===== src/rtl/elastic_stage_regs.sv =====
// Elastic pipeline stage register carrying {pc, instruction} with a valid/ready handshake,
// synchronous flush that leaves a NOP bubble on the outputs, and an optional skid entry.
module elastic_stage_regs #(
    parameter int                    PC_WIDTH   = 33,
    parameter int                    DATA_WIDTH = 32,
    parameter bit                    SKID       = 1'b1,
    parameter logic [DATA_WIDTH-1:0] BUBBLE     = 32'h00000013
) (
    input  logic                  clk,
    input  logic                  rst,
    input  logic                  flush,
    input  logic                  in_valid,
    output logic                  in_ready,
    input  logic [PC_WIDTH-1:0]   in_pc,
    input  logic [DATA_WIDTH-1:0] in_data,
    output logic                  out_valid,
    input  logic                  out_ready,
    output logic [PC_WIDTH-1:0]   out_pc,
    output logic [DATA_WIDTH-1:0] out_data,
    output logic [1:0]            occupancy
);

    // state      | meaning
    // ST_EMPTY   | no entry held, outputs show the bubble
    // ST_FULL    | main entry M drives the outputs
    // ST_SKIDDED | M plus overflow entry S (SKID=1 only), upstream stalled
    localparam logic [1:0] ST_EMPTY   = 2'd0;
    localparam logic [1:0] ST_FULL    = 2'd1;
    localparam logic [1:0] ST_SKIDDED = 2'd2;

    logic [1:0]            state_q, state_d;
    logic [PC_WIDTH-1:0]   m_pc_q, s_pc_q;
    logic [DATA_WIDTH-1:0] m_data_q, s_data_q;
    logic                  in_xfer, out_xfer;
    logic                  m_load_in, m_load_skid, s_load;

    assign out_valid = (state_q != ST_EMPTY);
    assign in_xfer   = in_valid & in_ready;
    assign out_xfer  = out_valid & out_ready;
    assign occupancy = state_q;
    assign out_pc    = out_valid ? m_pc_q : '0;
    assign out_data  = out_valid ? m_data_q : BUBBLE;

    always_comb begin
        state_d     = state_q;
        m_load_in   = 1'b0;
        m_load_skid = 1'b0;
        s_load      = 1'b0;
        case (state_q)
            ST_EMPTY: begin
                if (in_xfer) begin
                    state_d   = ST_FULL;
                    m_load_in = 1'b1;
                end
            end
            ST_FULL: begin
                if (out_xfer && in_xfer) begin
                    m_load_in = 1'b1;
                end else if (out_xfer) begin
                    state_d = ST_EMPTY;
                end else if (in_xfer && SKID) begin
                    state_d = ST_SKIDDED;
                    s_load  = 1'b1;
                end
            end
            ST_SKIDDED: begin
                if (out_xfer) begin
                    state_d     = ST_FULL;
                    m_load_skid = 1'b1;
                end
            end
            default: state_d = ST_EMPTY;
        endcase
        // Flush wins over any load; a simultaneous out-xfer has already completed.
        if (flush) begin
            state_d     = ST_EMPTY;
            m_load_in   = 1'b0;
            m_load_skid = 1'b0;
            s_load      = 1'b0;
        end
    end

    always_ff @(posedge clk or negedge rst) begin
        if (!rst) begin
            state_q <= ST_EMPTY;
        end else begin
            state_q <= state_d;
        end
    end

    always_ff @(posedge clk or negedge rst) begin
        if (!rst) begin
            m_pc_q   <= '0;
            m_data_q <= BUBBLE;
            s_pc_q   <= '0;
            s_data_q <= BUBBLE;
        end else begin
            if (m_load_in) begin
                m_pc_q   <= in_pc;
                m_data_q <= in_data;
            end else if (m_load_skid) begin
                m_pc_q   <= s_pc_q;
                m_data_q <= s_data_q;
            end
            if (s_load) begin
                s_pc_q   <= in_pc;
                s_data_q <= in_data;
            end
        end
    end

    if (SKID) begin : g_skid
        // Registered ready breaks the out_ready -> in_ready timing path.
        logic in_ready_q;
        always_ff @(posedge clk or negedge rst) begin
            if (!rst) begin
                in_ready_q <= 1'b1;
            end else begin
                in_ready_q <= (state_d != ST_SKIDDED);
            end
        end
        assign in_ready = in_ready_q;
    end else begin : g_noskid
        assign in_ready = (state_q == ST_EMPTY) | out_ready;
    end

    // Upstream must hold a stalled offer; a flush releases it.
    a_in_stable: assert property (@(posedge clk) disable iff (!rst)
        (in_valid && !in_ready && !flush) |=> (in_valid && $stable(in_pc) && $stable(in_data)));

endmodule


===== config.mk =====
export PLATFORM = sky130hd
export DESIGN_NAME = elastic_stage_regs
export DESIGN_NICKNAME = d
export VERILOG_FILES = /design/src/rtl/elastic_stage_regs.sv
export SDC_FILE = /design/constraint.sdc
export NUM_CORES = 1
export LEC_CHECK = 0
export CAP_MARGIN = 20
export CORE_MARGIN = 2
export CORE_UTILIZATION = 50
export DETAILED_ROUTE_END_ITERATION = 8
export PLACE_DENSITY = 0.84
export RECOVER_POWER = 50
export SYNTH_ARGS = -nofsm -noshare
export SYNTH_HDL_FRONTEND = slang
export SYNTH_SLANG_ARGS = --single-unit

===== constraint.sdc =====
create_clock -name clk -period 2.18 [get_ports clk]
set_clock_uncertainty 0.1 [all_clocks]
set_input_delay 0.436 -clock clk [delete_from_list [all_inputs] [get_ports clk]]
set_output_delay 0.436 -clock clk [all_outputs]
set_load 0.02 [all_outputs]

Yosys cells after proc, flatten, opt, wreduce, memory -nomap -nowiden
Cells that the tools add are included.
{"block": "word_totals", "elab_cells": 39, "in_bits": 70, "register_bits": 133}
{"block": "classes", "n_eq_ne": 3, "bitwise": 2, "n_mux": 24, "n_reduce_logical": 4}
{"operator": "2-to-1 mux 33 bit", "count": 3}
{"operator": "2-to-1 mux 32 bit", "count": 3}
{"operator": "2-to-1 mux 2 bit", "count": 6}
{"operator": "2-to-1 mux 1 bit", "count": 10}
{"operator": "one-hot mux 2 bit (3 select lines)", "count": 1}
{"operator": "nonzero test 2 bit", "count": 2}
{"operator": "bitwise AND 1 bit", "count": 2}
{"operator": "equality test 2 x 1 -> 1 bit (second input constant)", "count": 1}
{"operator": "equality test 2 bit (second input constant)", "count": 1}
{"operator": "zero test 2 bit", "count": 1}
{"operator": "!= test 2 bit (second input constant)", "count": 1}
{"operator": "one-hot mux 1 bit (2 select lines)", "count": 1}
{"operator": "logical AND 1 bit", "count": 1}

Longest topological paths before layout
Gate-level depths: netlist of run 1.
{"block": "depth", "depth_word": 7, "depth_mapped": 5}

Worst setup path before layout of run 1
No wires, ideal clock.
{"block": "synth_timing", "kind": "flip-flop to output port", "from": "register state_q[1], in the netlist occupancy[1]", "to": "output port out_data[10]", "slack_ns": 0.266, "t_required_ns": 1.644, "path_stages_with_launch": 5, "arrival_ns": 1.378, "path_cell_list": "dfrtp_1 or2_2 clkbuf_1 clkbuf_1 and2_1"}
{"block": "synth_between", "elab_chain_cells": 2}
{"item": "from (decl)", "line_no": "31", "rtl": "logic [1:0] state_q, state_d;"}
{"item": "from (signal assigned)", "line_no": "87", "rtl": "state_q <= state_d;"}
{"item": "nonzero test 2 bit", "line_no": "37", "rtl": "assign out_valid = (state_q != ST_EMPTY);"}
{"item": "2-to-1 mux 32 bit", "line_no": "42", "rtl": "assign out_data = out_valid ? m_data_q : BUBBLE;"}
{"item": "to (decl)", "line_no": "19", "rtl": "output logic [DATA_WIDTH-1:0] out_data,"}
No other way between the ends.

Worst setup path in the final report of run 1
{"block": "layout_timing", "from": "register state_q[1], in the netlist occupancy[1]", "to": "output port out_pc[21]"}
{"block": "layout_between", "elab_chain_cells": 2}
{"item": "nonzero test 2 bit", "line_no": "37"}
{"item": "2-to-1 mux 33 bit", "line_no": "41", "rtl": "assign out_pc = out_valid ? m_pc_q : '0;"}
{"item": "to (decl)", "line_no": "18", "rtl": "output logic [PC_WIDTH-1:0] out_pc,"}
No other way between the ends.

==> qor.csv, run 1 <==
stage;metric;value;unit
timing;slew_viol_final;0;
placement;port_buffers;138;
route;viasPerCell;5.67;
timing;relSlewSlack;0.447;
critical_path;crit_path_end_kind;primary output;
cts;post_cts.repair.setup_buffers;0;
critical_path;critPathRequiredTime;1640;ps
floorplanning;dieWidth;112;um
cells_and_area;drive_gt1_frac;0.324;
global_route;top_usage_layer;met2;
timing;min_period;2170;ps
global_route;grt_pass1_wl;23400;um
floorplanning;rows;39;
critical_path;cp_max_fo;19;
global_route;grt_antenna_before_repair;0;
placement;place_inst;714;
route;route.detailed.drc;0;
cells_and_area;fillers;852;
global_route;grt_pass1_vias;4546;
placement;post_dp_cell_area;7530;um^2
hold_path;hp-class;flip-flop to flip-flop;
floorplanning;die_area;12600;um^2
pwr;irDropWorstVdd;0.000612;V
synth;postSynthCellCount;445;
cells_and_area;fin_area;7800;um^2
timing;hold_ws;394;ps
run_status;outcome;complete, no violations;
synth;yosys_warnings;0;
cts;clockRootBuffer;clkbuf_16;
critical_path;worst_setup_path_start_kind;flip-flop;
route;wl;14300;um
placement;dpl.hpwl;9250;um
route;route.detailed.wl_per_inst;19.1;um
global_route;grt_use_met3;0.0697;
synth;syn_nets;515;
cells_and_area;areaGrowthSynthToFinish;33.0;%
cts;cts_max_path_buffers;2;
cts;clkTransAtPathRegs;60;ps
cts;numCtsBuffers;17;
cts;cts.sinks;133;
route;drt_first_pass_iters;6;
pwr;finalPower;7.40;mW
cells_and_area;instances_no_fill;748;
pwr;leakagePower;3.64;nW
pwr;power.density;949;nW/um^2
cells_and_area;final_core_util;0.683;
placement;gp_congestion;0.815;
route;first_iter_violations;292;
timing;finalSetupViolCount;0;
floorplanning;io_pins;139;
timing;finalHoldViolations;0;
flow_run;maxCapViolCount;0;
synth;synth_seq_cells;133;
synth;syn_area_per_cell;13.2;um^2
synth;synth-seq-area-share;0.569;
global_route;met1_usage;0.299;
global_route;met2_usage;0.386;
timing;fin_tns_setup;0;ps
global_route;grt_max_degree;43;
cts;clkLatencyLatePin;410;ps
route;ant_nets;0;
cts;h-tree-depth;4;
synth;synthDistinctLibCells;22;
critical_path;cp_data_arrival_time;1640;ps
timing;layout_setup_ws;7.75;ps
floorplanning;die_h;112;um
global_route;grt.total_usage;0.236;
timing;worstMarginPinSlew;830;ps
floorplanning;core_area;11400;um^2
cells_and_area;num-nets-final;662;
route;vias;4240;
critical_path;criticalPathCategory;flip-flop to primary output;
timing;grt_setup_unrepaired;yes;
cells_and_area;antenna_cells;0;
placement;dp_worst_setup_slack;-33.9;ps
floorplanning;initial_core_util;0.514;
timing;fin_crit_sh;0.996;
timing;fmax;0.460;GHz
synth;syn_area;5860;um^2
cts;tritoncts;yes;
global_route;grt_overflow_total;0;
## where the power goes
| group | internal, mW | leakage (nW) | switching, mW |
|---|---|---|---|
| Clock | 1.68 | 0.276 | 1.01 |
| Combinational | 0.771 | 1.73 | 0.591 |
| Sequential | 3.07 | 1.63 | 0.283 |
## logic make-up after synthesis
| family | share of synthesized area |
|---|---|
| DFF | 0.569 |
| and+or+nand+nor | 0.152 |
| AOI/OAI and AO/OA | 0.116 |
| muxes | 0.125 |
| buffers and inverters | 0.0380 |
## path summary, 6_finish.rpt
path                                endpoint  slack (ps)         start  cells past startpoint
worst max-delay path              out_pc[21]           8  occupancy[1]                      4
worst min-delay path            s_data_q[14]         390  s_data_q[14]                      1
max in group asynchronous       m_data_q[23]         270           rst                      3
worst min register to register  s_data_q[14]         390  s_data_q[14]                      1
min in group asynchronous         m_pc_q[19]         560           rst                      2
worst max register to register  s_data_q[28]         290  occupancy[1]                      5
## layer usage
metal,share of wire,routed length [um]
met5,0,0
met4,0.017,248
met3,0.056,807
met2,0.50,7150
met1,0.43,6100
## critical path, cell delays in order (launching register included)
cell	delay, ps
dfrtp_1	380
or2_4	330
buf_12	180
and2_1	180
buf_2	160
## cell type report
type                       count  area (um^2)  area share
multi-input combinational    276         2330       0.298
sequential                   133         3340       0.428
inverter                       1         3.75    0.000481
tap                          143          179      0.0229
clock buffer                  24          492      0.0630
timing repair buffer         163         1390       0.178
clock inverter                 8         73.8     0.00946
## cell usage after synthesis (all sizes together)
cell type	count	area share
nor4b	1	0.0015
nor2	1	0.00064
a211oi	1	0.0013
dfrtp	126	0.54
buf	20	0.028
o21a	1	0.0013
a221o	65	0.11
and2	128	0.14
clkbuf	15	0.0096
nor2b	1	0.0011
and4bb	2	0.0043
or2	1	0.0011
nand2	2	0.0013
and3	1	0.0011
dfstp	7	0.031
o21ai	2	0.0017
nand2b	4	0.0043
mux2	65	0.12
a21oi	1	0.00085
inv	1	0.00064
## flip-flops by register name (all words and copies together) (netlist names)
signal     count
in_ready       1
occupancy      2
s_data_q      32
s_pc_q        33
m_pc_q        33
m_data_q      32
## layout by cell type (no fill, tap or decap), types with 5 or more instances in the layout
cell type        instances
dfrtp_1                126
and2_1                 124
clkdlybuf4s50_1         69
a221o_1                 65
mux2_2                  65
buf_2                   60
clkbuf_16               17
buf_12                   9
dfstp_2                  7
buf_4                    7
clkbuf_1                 5
buf_6                    5
## repair_timing
item                                    4_1_cts  5_1_grt
endpoints found under the hold margin        28        0
hold buffers                                  1        0
pin swaps                                     1        1
endpoints found under the setup margin       66       30
resized for setup                           271       10
cloned                                        1        0
No activity file was read; power rests on OpenSTA's default activity.
==> run 2: changes to the inputs <==
Settings changed: CORE_UTILIZATION 50 to 46, PLACE_DENSITY 0.84 to 0.79, SETUP_SLACK_MARGIN set to 0.4.
==> qor.csv, run 2 (same netlist as run 1, synthesis figures left out) <==
stage;metric;value;unit;change
hold_path;hp-class;flip-flop to flip-flop;;
route;first_iter_violations;461;;+58%
global_route;grt_antenna_before_repair;0;;unchanged
route;ant_nets;0;;unchanged
cts;h-tree-depth;4;;unchanged
run_status;violations;negative setup slack;;
timing;fin_tns_setup;-2550;ps;-2550 ps
timing;grt_setup_unrepaired;yes;;
placement;port_buffers;138;;unchanged
placement;dpl.hpwl;8920;um;-3.5%
floorplanning;core_area;12500;um^2;+9.6%
timing;hold_ws;395;ps;+1.27 ps
timing;fin_crit_sh;1.03;;+0.0313
floorplanning;die_area;13700;um^2;+8.4%
pwr;power.density;908;nW/um^2;-4.3%
pwr;leakagePower;4.05;nW;+11%
critical_path;cp_data_arrival_time;2420;ps;+780 ps
cts;clkTransAtPathRegs;60;ps;about the same
cts;numCtsBuffers;17;;unchanged
cells_and_area;final_cell_mix;dfrtp_1 (124), and2_1 (89), clkdlybuf4s50_1 (68);;
timing;slew_viol_final;0;;unchanged
timing;finalHoldViolations;0;;unchanged
floorplanning;io_pins;139;;unchanged
critical_path;slowest_stage;dfrtp_2;;
route;viasPerCell;5.71;;+0.78%
global_route;grt.total_usage;0.230;;-0.00588
route;wl_met3;1040;um;+29%
floorplanning;initial_core_util;0.469;;-0.0451
placement;gp_congestion;0.764;;-6.3%
cts;tritoncts;yes;;
timing;layout_setup_ws;-60.5;ps;-68.2 ps
critical_path;crit_path_max_incr_delay;480;ps;+100 ps
global_route;grt_pass1_wl;23400;um;about the same
pwr;clock_power_share;0.368;;+0.004
cts;cts.sinks;133;;unchanged
pwr;irDropWorstVdd;0.000496;V;-19%
critical_path;crit_path_end_kind;flip-flop;;
route;dr_wl_met2;8590;um;+20%
global_route;grt_overflow_total;0;;unchanged
critical_path;path_buf_inv;6;;+4
floorplanning;rows;41;;+5.1%
critical_path;criticalPathCategory;flip-flop to flip-flop;;
route;top_layer;met4;;
floorplanning;die_h;117;um;+4.1%
cts;clockRootBuffer;clkbuf_16;;
global_route;grt_max_degree;71;;+65%
pwr;combPwrFrac;0.209;;+0.025
cells_and_area;fillers;898;;+5.4%
timing;min_period;2240;ps;+68.2 ps
critical_path;critPathRequiredTime;2360;ps;+720 ps
cells_and_area;antenna_cells;0;;unchanged
route;drt_first_pass_iters;5;;-1
cells_and_area;final_core_util;0.702;;+0.0191
route;wl_met1;7810;um;+28%
cells_and_area;areaGrowthSynthToFinish;49.9;%;
route;route.detailed.wl_per_inst;21.9;um;+15%
cts;cts_max_path_buffers;2;;unchanged
placement;place_inst;735;;+2.9%
cells_and_area;largestRegisters;m_pc_q: 33 flops, s_pc_q: 33 flops;;
pwr;intPower;5.90;mW;+7.0%
critical_path;worst_setup_path_start_kind;flip-flop;;
pwr;finalPower;7.98;mW;+7.8%
critical_path;critPathTopFamily;buffers and inverters;;
timing;fmax;0.446;GHz;-3.0%
timing;worstMarginPinSlew;946;ps;+116 ps
cells_and_area;drive_gt1_frac;0.435;;+0.111
cells_and_area;layout_commonest_cell;dfrtp_1;;
pwr;swShare;0.260;;+0.00567
critical_path;cpMostUsedCell;buf_6;;
critical_path;cp_cell_sequence;buf_6 -> buf_6 -> buf_6 -> and4bb_2 -> buf_6 -> a21oi_4 -> buf_12 -> buf_12 -> a221o_1;;
floorplanning;dieWidth;117;um;+4.1%
timing;relSlewSlack;0.369;;-0.0773
run_status;outcome;finished, violations left;;
route;wl;17700;um;+24%
cells_and_area;num-nets-final;693;;+4.7%
cts;clkLatencyLatePin;410;ps;about the same
timing;finalSetupViolCount;127;;+127
flow_run;maxCapViolCount;0;;unchanged
cells_and_area;instances_no_fill;807;;+7.9%
pwr;sequentialPowerShare;0.423;;-0.029
pwr;power.switching;2.08;mW;+10%
critical_path;cp_max_fo;20;;+1
route;vias;4610;;+8.7%
route;route.detailed.drc;0;;unchanged
global_route;grt_pass1_vias;4361;;-4.1%
[run 2: timing repair]
action,4_1_cts,5_1_grt
buffers inserted,0,17
hold buffers,1,0
setup endpoints to repair,134,199
pin swaps,4,38
resized for setup,243,191
endpoints found under the hold margin,126,0
gates cloned,7,16
[run 2: path summary, 6_finish.rpt]
| kind | start | to | slack [ps] | cells past startpoint |
|---|---|---|---|---|
| max | occupancy[1] | m_data_q[15] | -60 | 9 |
| min | s_data_q[20] | s_data_q[20] | 400 | 1 |
| max reg2reg | occupancy[1] | m_data_q[15] | -60 | 9 |
| min reg2reg | s_data_q[20] | s_data_q[20] | 400 | 1 |
| max in group asynchronous | rst | s_pc_q[1] | 610 | 3 |
| min in group asynchronous | rst | m_data_q[9] | 700 | 3 |
[run 2: per-layer routing]
layer / GRT usage / up-vias
li1: - / 1979
met1: 0.306 / 2413
met2: 0.380 / 193
met3: 0.0530 / 25
met4: 0.0667 / 0
met5: 0 / -
[run 2: layout make-up]
type                    instances  area [um^2]  area share
multi-input cells             285         2530       0.288
repair buffers                185         2090       0.238
flip-flops and latches        133         3340       0.380
clock inverters                12          154      0.0175
well taps                     172          215      0.0245
inverters                       1         3.75    0.000427
clock buffers                  19          453      0.0515
[run 2: power groups by stage]
stage / registers (mW) / clock network [mW] / logic (mW)
after floorplan: 3.27 / 0 / 0.872
after global placement: 3.33 / 0 / 1.36
after detailed placement: 3.37 / 0 / 1.42
after CTS: 3.35 / 2.95 / 1.42
after global routing: 3.43 / 3.07 / 1.77
final: 3.38 / 2.94 / 1.67
[run 2: per-stage QoR]
stage / worst slack, ps / area [um^2]
2_1_floorplan: 409 / 5910
3_3_place_gp: -69.5 / 7530
3_5_place_dp: -110 / 7530
4_1_cts: -127 / 8080
5_1_grt: -95.4 / 8790
6_report: -60.5 / 8790
[run 2: worst register-to-register path: cells and delay by family (launching register included)]
family / cells / cell delay, ps
AO/OA/AOI/OAI: 2 / 380
AND/OR/NAND/NOR: 1 / 330
flip-flops: 1 / 480
buffers and inverters: 6 / 810
